File: src/rtl/ray_hit_accumulator.sv
// Folds the per-batch hit results of one ray into a single final hit and hands
// it to shading over valid/ready; any-hit rays request early traversal stop.
module ray_hit_accumulator #(
  parameter  int RAY_ID_WIDTH    = 8,
  parameter  int BATCH_CNT_WIDTH = 16,
  localparam int HIT_WIDTH       = 125
) (
  input  logic                       clk,
  input  logic                       resetn,
  input  logic                       start,
  input  logic [RAY_ID_WIDTH-1:0]    start_ray_id,
  input  logic                       any_hit_mode,
  input  logic                       in_valid,
  output logic                       in_ready,
  input  logic [HIT_WIDTH-1:0]       in_hit,
  input  logic                       in_last,
  output logic                       early_term,
  output logic                       busy,
  output logic                       out_valid,
  input  logic                       out_ready,
  output logic [HIT_WIDTH-1:0]       out_hit,
  output logic [RAY_ID_WIDTH-1:0]    out_ray_id,
  output logic [BATCH_CNT_WIDTH-1:0] out_batches
);

  // T is signed Q16.16; the largest positive value stands in for infinity.
  typedef logic signed [31:0] fixed_t;

  typedef struct packed {
    logic        bHit;
    fixed_t      T;
    logic [15:0] PI;
    logic [3:0]  SurfaceType;
    logic [23:0] Color;
    logic [15:0] normalX;
    logic [15:0] normalY;
    logic [15:0] normalZ;
  } hit_t;

  typedef enum logic [1:0] {
    IDLE,
    ACCUM,
    DRAIN,
    RESULT
  } state_t;

  localparam fixed_t FIXED_INF = 32'sh7FFF_FFFF;
  localparam hit_t   MISS_HIT  = hit_t'({1'b0, FIXED_INF, 92'd0});

  state_t                     state_q, state_d;
  hit_t                       best_q, best_d;
  logic [BATCH_CNT_WIDTH-1:0] count_q, count_d;
  logic [RAY_ID_WIDTH-1:0]    rayId_q, rayId_d;
  logic                       anyHit_q, anyHit_d;
  logic                       inReady_q, earlyTerm_q, busy_q, outValid_q;

  hit_t                       inHit;
  logic                       accept;
  logic                       closer;
  logic [BATCH_CNT_WIDTH-1:0] countInc;

  assign inHit    = hit_t'(in_hit);
  assign accept   = in_valid && inReady_q;
  assign countInc = (count_q == '1) ? count_q : count_q + 1'b1;
  // Strict compare: a later hit at exactly the same distance does not win.
  assign closer   = inHit.bHit && (!best_q.bHit || ($signed(best_q.T) > $signed(inHit.T)));

  always_comb begin
    state_d  = state_q;
    best_d   = best_q;
    count_d  = count_q;
    rayId_d  = rayId_q;
    anyHit_d = anyHit_q;
    unique case (state_q)
      IDLE: begin
        if (start) begin
          best_d   = MISS_HIT;
          count_d  = '0;
          rayId_d  = start_ray_id;
          anyHit_d = any_hit_mode;
          state_d  = ACCUM;
        end
      end
      ACCUM: begin
        if (accept) begin
          count_d = countInc;
          if (anyHit_q) begin
            if (inHit.bHit) begin
              best_d  = inHit;
              state_d = in_last ? RESULT : DRAIN;
            end else if (in_last) begin
              state_d = RESULT;
            end
          end else begin
            if (closer) begin
              best_d = inHit;
            end
            if (in_last) begin
              state_d = RESULT;
            end
          end
        end
      end
      DRAIN: begin
        if (accept) begin
          count_d = countInc;
          if (in_last) begin
            state_d = RESULT;
          end
        end
      end
      RESULT: begin
        if (out_ready) begin
          state_d = IDLE;
        end
      end
      default: state_d = IDLE;
    endcase
  end

  // Handshake and status outputs are registered from the next state.
  always_ff @(posedge clk or negedge resetn) begin
    if (!resetn) begin
      state_q     <= IDLE;
      best_q      <= MISS_HIT;
      count_q     <= '0;
      rayId_q     <= '0;
      anyHit_q    <= 1'b0;
      inReady_q   <= 1'b0;
      earlyTerm_q <= 1'b0;
      busy_q      <= 1'b0;
      outValid_q  <= 1'b0;
    end else begin
      state_q     <= state_d;
      best_q      <= best_d;
      count_q     <= count_d;
      rayId_q     <= rayId_d;
      anyHit_q    <= anyHit_d;
      inReady_q   <= (state_d == ACCUM) || (state_d == DRAIN);
      earlyTerm_q <= (state_d == DRAIN);
      busy_q      <= (state_d != IDLE);
      outValid_q  <= (state_d == RESULT);
    end
  end

  assign in_ready    = inReady_q;
  assign early_term  = earlyTerm_q;
  assign busy        = busy_q;
  assign out_valid   = outValid_q;
  assign out_hit     = best_q;
  assign out_ray_id  = rayId_q;
  assign out_batches = count_q;

endmodule

File: config.mk
export PLATFORM = sky130hd
export DESIGN_NAME = ray_hit_accumulator
export DESIGN_NICKNAME = d
export VERILOG_FILES = /design/src/rtl/ray_hit_accumulator.sv
export SDC_FILE = /design/constraint.sdc
export NUM_CORES = 1
export LEC_CHECK = 0
export BUFFER_PORTS_ARGS = -buffer_cell sky130_fd_sc_hd__buf_2
export CAP_MARGIN = 30
export CORE_ASPECT_RATIO = 0.8
export CORE_MARGIN = 3
export CORE_UTILIZATION = 45
export CTS_CLUSTER_DIAMETER = 30
export DETAILED_ROUTE_END_ITERATION = 6
export PLACE_DENSITY = 0.75
export SLEW_MARGIN = 0
export SYNTH_ARGS = -nofsm -noshare
export SYNTH_HDL_FRONTEND = slang
export SYNTH_SLANG_ARGS = --single-unit
File: constraint.sdc
create_clock -name clk -period 2.4 [get_ports clk]
set_input_delay 0.24 -clock clk [delete_from_list [all_inputs] [get_ports clk]]
set_output_delay 0.24 -clock clk [all_outputs]
set_load 0.02 [all_outputs]
==> impl_metrics.toml <==
[sta]
fin_crit_ns = 2.71
holdWs_ns = 0.0494
layout_setup_ws_ns = -0.310
slew_headroom = 0.503
clock_skew_ns = 0.0147
fin_setup_tns_ns = -31.92
tightestPinTransition_ns = 0.746
rsz0062_at_grt = "yes"
timing.final.crit_share = 1.13
clock.fmax_mhz = 369
hold_viol = 0
maxSlewViolCount = 0
setup_violations = 124

[logic_synthesis]
ys_ff_latch = 156
synthArstFlopShare = 1.00
synth-xor-area-share = 0.00723
synthSimpleGateAreaFrac = 0.110
synth-compound-area-share = 0.275
synth_edf_count = 0
syn-cell-area_sq_mm = 0.00848
synth_fa_ha_area_frac = 0.0590
synthCells = 880
syn_nets = 1060
synth_mux_area_frac = 0.0120
synth_cell_type_count = 43
synthFlopType = "dfrtp_1"
avgSynthCellArea_sq_um = 9.63
yosysSeqAreaShare = 0.465
ys_warn_count = 0
synth_top_family_by_area = "compound AO/OA/AOI/OAI gates"

[layout]
multiInputGateArea_sq_mm = 0.00433
ff_latch_area_sq_mm = 0.00394
drive_gt1_frac = 0.481
final_nets = 1407
design_area_sq_mm = 0.0120
syn_to_final_growth_pct = 41.3
nFillCells = 1482
final_common_cell = "buf_2"
layout_common_cells = "buf_2 (290), o21ai_0 (138), nor2_1 (136)"

[critical_path]
arrival_ns = 3.05
critPathTopFamily = "simple AND/OR/NAND/NOR gates"
crit_buf_inv = 2
criticalPathCategory = "flop to flop"
path_max_fanout = 8
required_ns = 2.74
start_kind = "flop"
rrSetupSlack_ns = -0.31
cpPeakStageDelay_ns = 0.56
r2r-end = "out_hit[92]"
reg2regPathDepth = 10
path_cells = "ha_4, nand4_1, buf_6, nor4_4, a21oi_1, and3_4, buf_4, a211o_4, and2_4, a221o_1"
endpoint_kind = "flop"
reg2reg_from = "out_hit[119]"
cpMaxStageDelayCell = "dfstp_2"

[clock_tree]
h-tree-depth = 4
clkTransAtPathRegs_ns = 0.07
clock_latency_ns = 0.43
cts_buffers = 17
clock_path_buffers = 2
cts_sinks = 156
tritoncts = "done"
cts_root_buffer = "clkbuf_16"

[job]
drv_cap = 0

[hold_path]
hold_end = "out_ray_id[1]"
min_from = "start_ray_id[1]"
hold-path-cell-count = 2
hp-class = "primary input to flop"

[global_route]
grt_first_pass_wirelength_um = 43500
antenna_found_initial = 3
grtUsageTotal = 0.262
grt-ovfl-total = 0
grt_max_degree = 92
grt_pass1_vias = 8255

[power]
p_leak_nw = 5.90
vdd_drop_max_v = 0.000650
p_total_mw = 16.1
power.density_mw_per_mm2 = 1340

[placement]
io_buffers = 292
placedInstanceArea_sq_mm = 0.0107
gp_congestion = 0.797
pre_cts_ws_ns = -0.308
dp_hpwl_um = 17800

[drt]
num_vias = 8447
first_pass_iters = 5
drc = 0
ant_nets = 0
detail_route.wl_per_cell_um = 18.8
wirelength_um = 28100
first_iter_violations = 694
vias_per_cell = 5.65

[floorplan]
ios = 293
num_rows = 44
die-area_sq_mm = 0.0205
start_util = 0.462
coreArea_sq_mm = 0.0183
die_h_um = 129
die_x_um = 159

[run_status]
violations = "negative setup slack"
outcome = "finished, violations left"
[kinds of logic after synthesis]
| family | count (synthesis) |
|---|---|
| flip-flops | 156 |
| multiplexers | 9 |
| XOR/XNOR | 7 |
| buffers and inverters | 147 |
| AND/OR/NAND/NOR | 212 |
| AO/OA/AOI/OAI | 309 |
| adder cells (fa/ha/maj) | 40 |
[cells in the mapped netlist, types with 9 or more instances]
master | count | area share
nor2_1 | 137 | 0.061
buf_2 | 11 | 0.0065
inv_1 | 73 | 0.032
clkbuf_1 | 58 | 0.026
dfstp_2 | 31 | 0.096
dfrtp_1 | 125 | 0.37
nand4_1 | 9 | 0.0066
a221o_1 | 31 | 0.037
a21oi_1 | 27 | 0.016
nand2_1 | 23 | 0.010
o21ai_0 | 139 | 0.082
o221a_2 | 92 | 0.12
ha_1 | 40 | 0.059
mux2_2 | 9 | 0.012
[where the power goes]
group / leakage [nW] / total (mW) / switching [mW] / internal, mW
Clock: 0.266 / 2.58 / 1.22 / 1.37
Sequential: 1.93 / 4.72 / 0.854 / 3.87
Combinational: 3.71 / 8.75 / 4.77 / 3.98
[per-stage QoR]
step,instances,utilization
floorplan,880,-
global route,1494,0.653
finish,1494,0.653
global placement,1435,0.584
CTS,1486,0.638
detailed placement,1435,0.584
[area by class of cell]
cell class | count | share of cell area
multi-input cells | 580 | 0.361
flip-flops and latches | 156 | 0.329
repair buffers | 399 | 0.213
well taps | 253 | 0.0264
inverters | 73 | 0.0229
clock buffers | 18 | 0.0358
diodes | 1 | 0.000209
clock inverters | 14 | 0.0111
[state kept, by name, summed over array words and instances, names as in the netlist]
register and cells:
out_ray_id 8, anyHit_q 1, early_term 1, state_q 2
in_ready 1, busy 1, out_valid 1, out_hit 125
out_batches 16
[repair_timing]
item	4_1_cts	5_1_grt
hold endpoints to repair	29	0
hold buffers	1	0
endpoints found under the setup margin	124	124
pin swaps	10	16
gates cloned	8	1
gates resized for setup	26	28
setup buffers	11	7
[per-layer routing]
metal | global-route usage | vias to the layer above | part of all wire
met5 | 0 | - | 0.00096
met4 | 0.0834 | 4 | 0.019
met3 | 0.0657 | 41 | 0.081
met2 | 0.414 | 392 | 0.47
met1 | 0.358 | 4107 | 0.43
li1 | - | 3903 | -
[worst max path at each step]
| stage | from | end | cells after the start |
|---|---|---|---|
| finish | out_hit[119] | out_hit[92] | 10 |
| global route | out_hit[109] | out_hit[103] | 9 |
| CTS | out_hit[115] | out_hit[72] | 10 |
| detailed placement | in_hit[123] | out_hit[122] | 10 |
| global placement | in_hit[123] | out_hit[122] | 10 |
| floorplan | out_hit[105] | out_hit[92] | 11 |
Note: power is estimated with default switching activity, not from simulation.
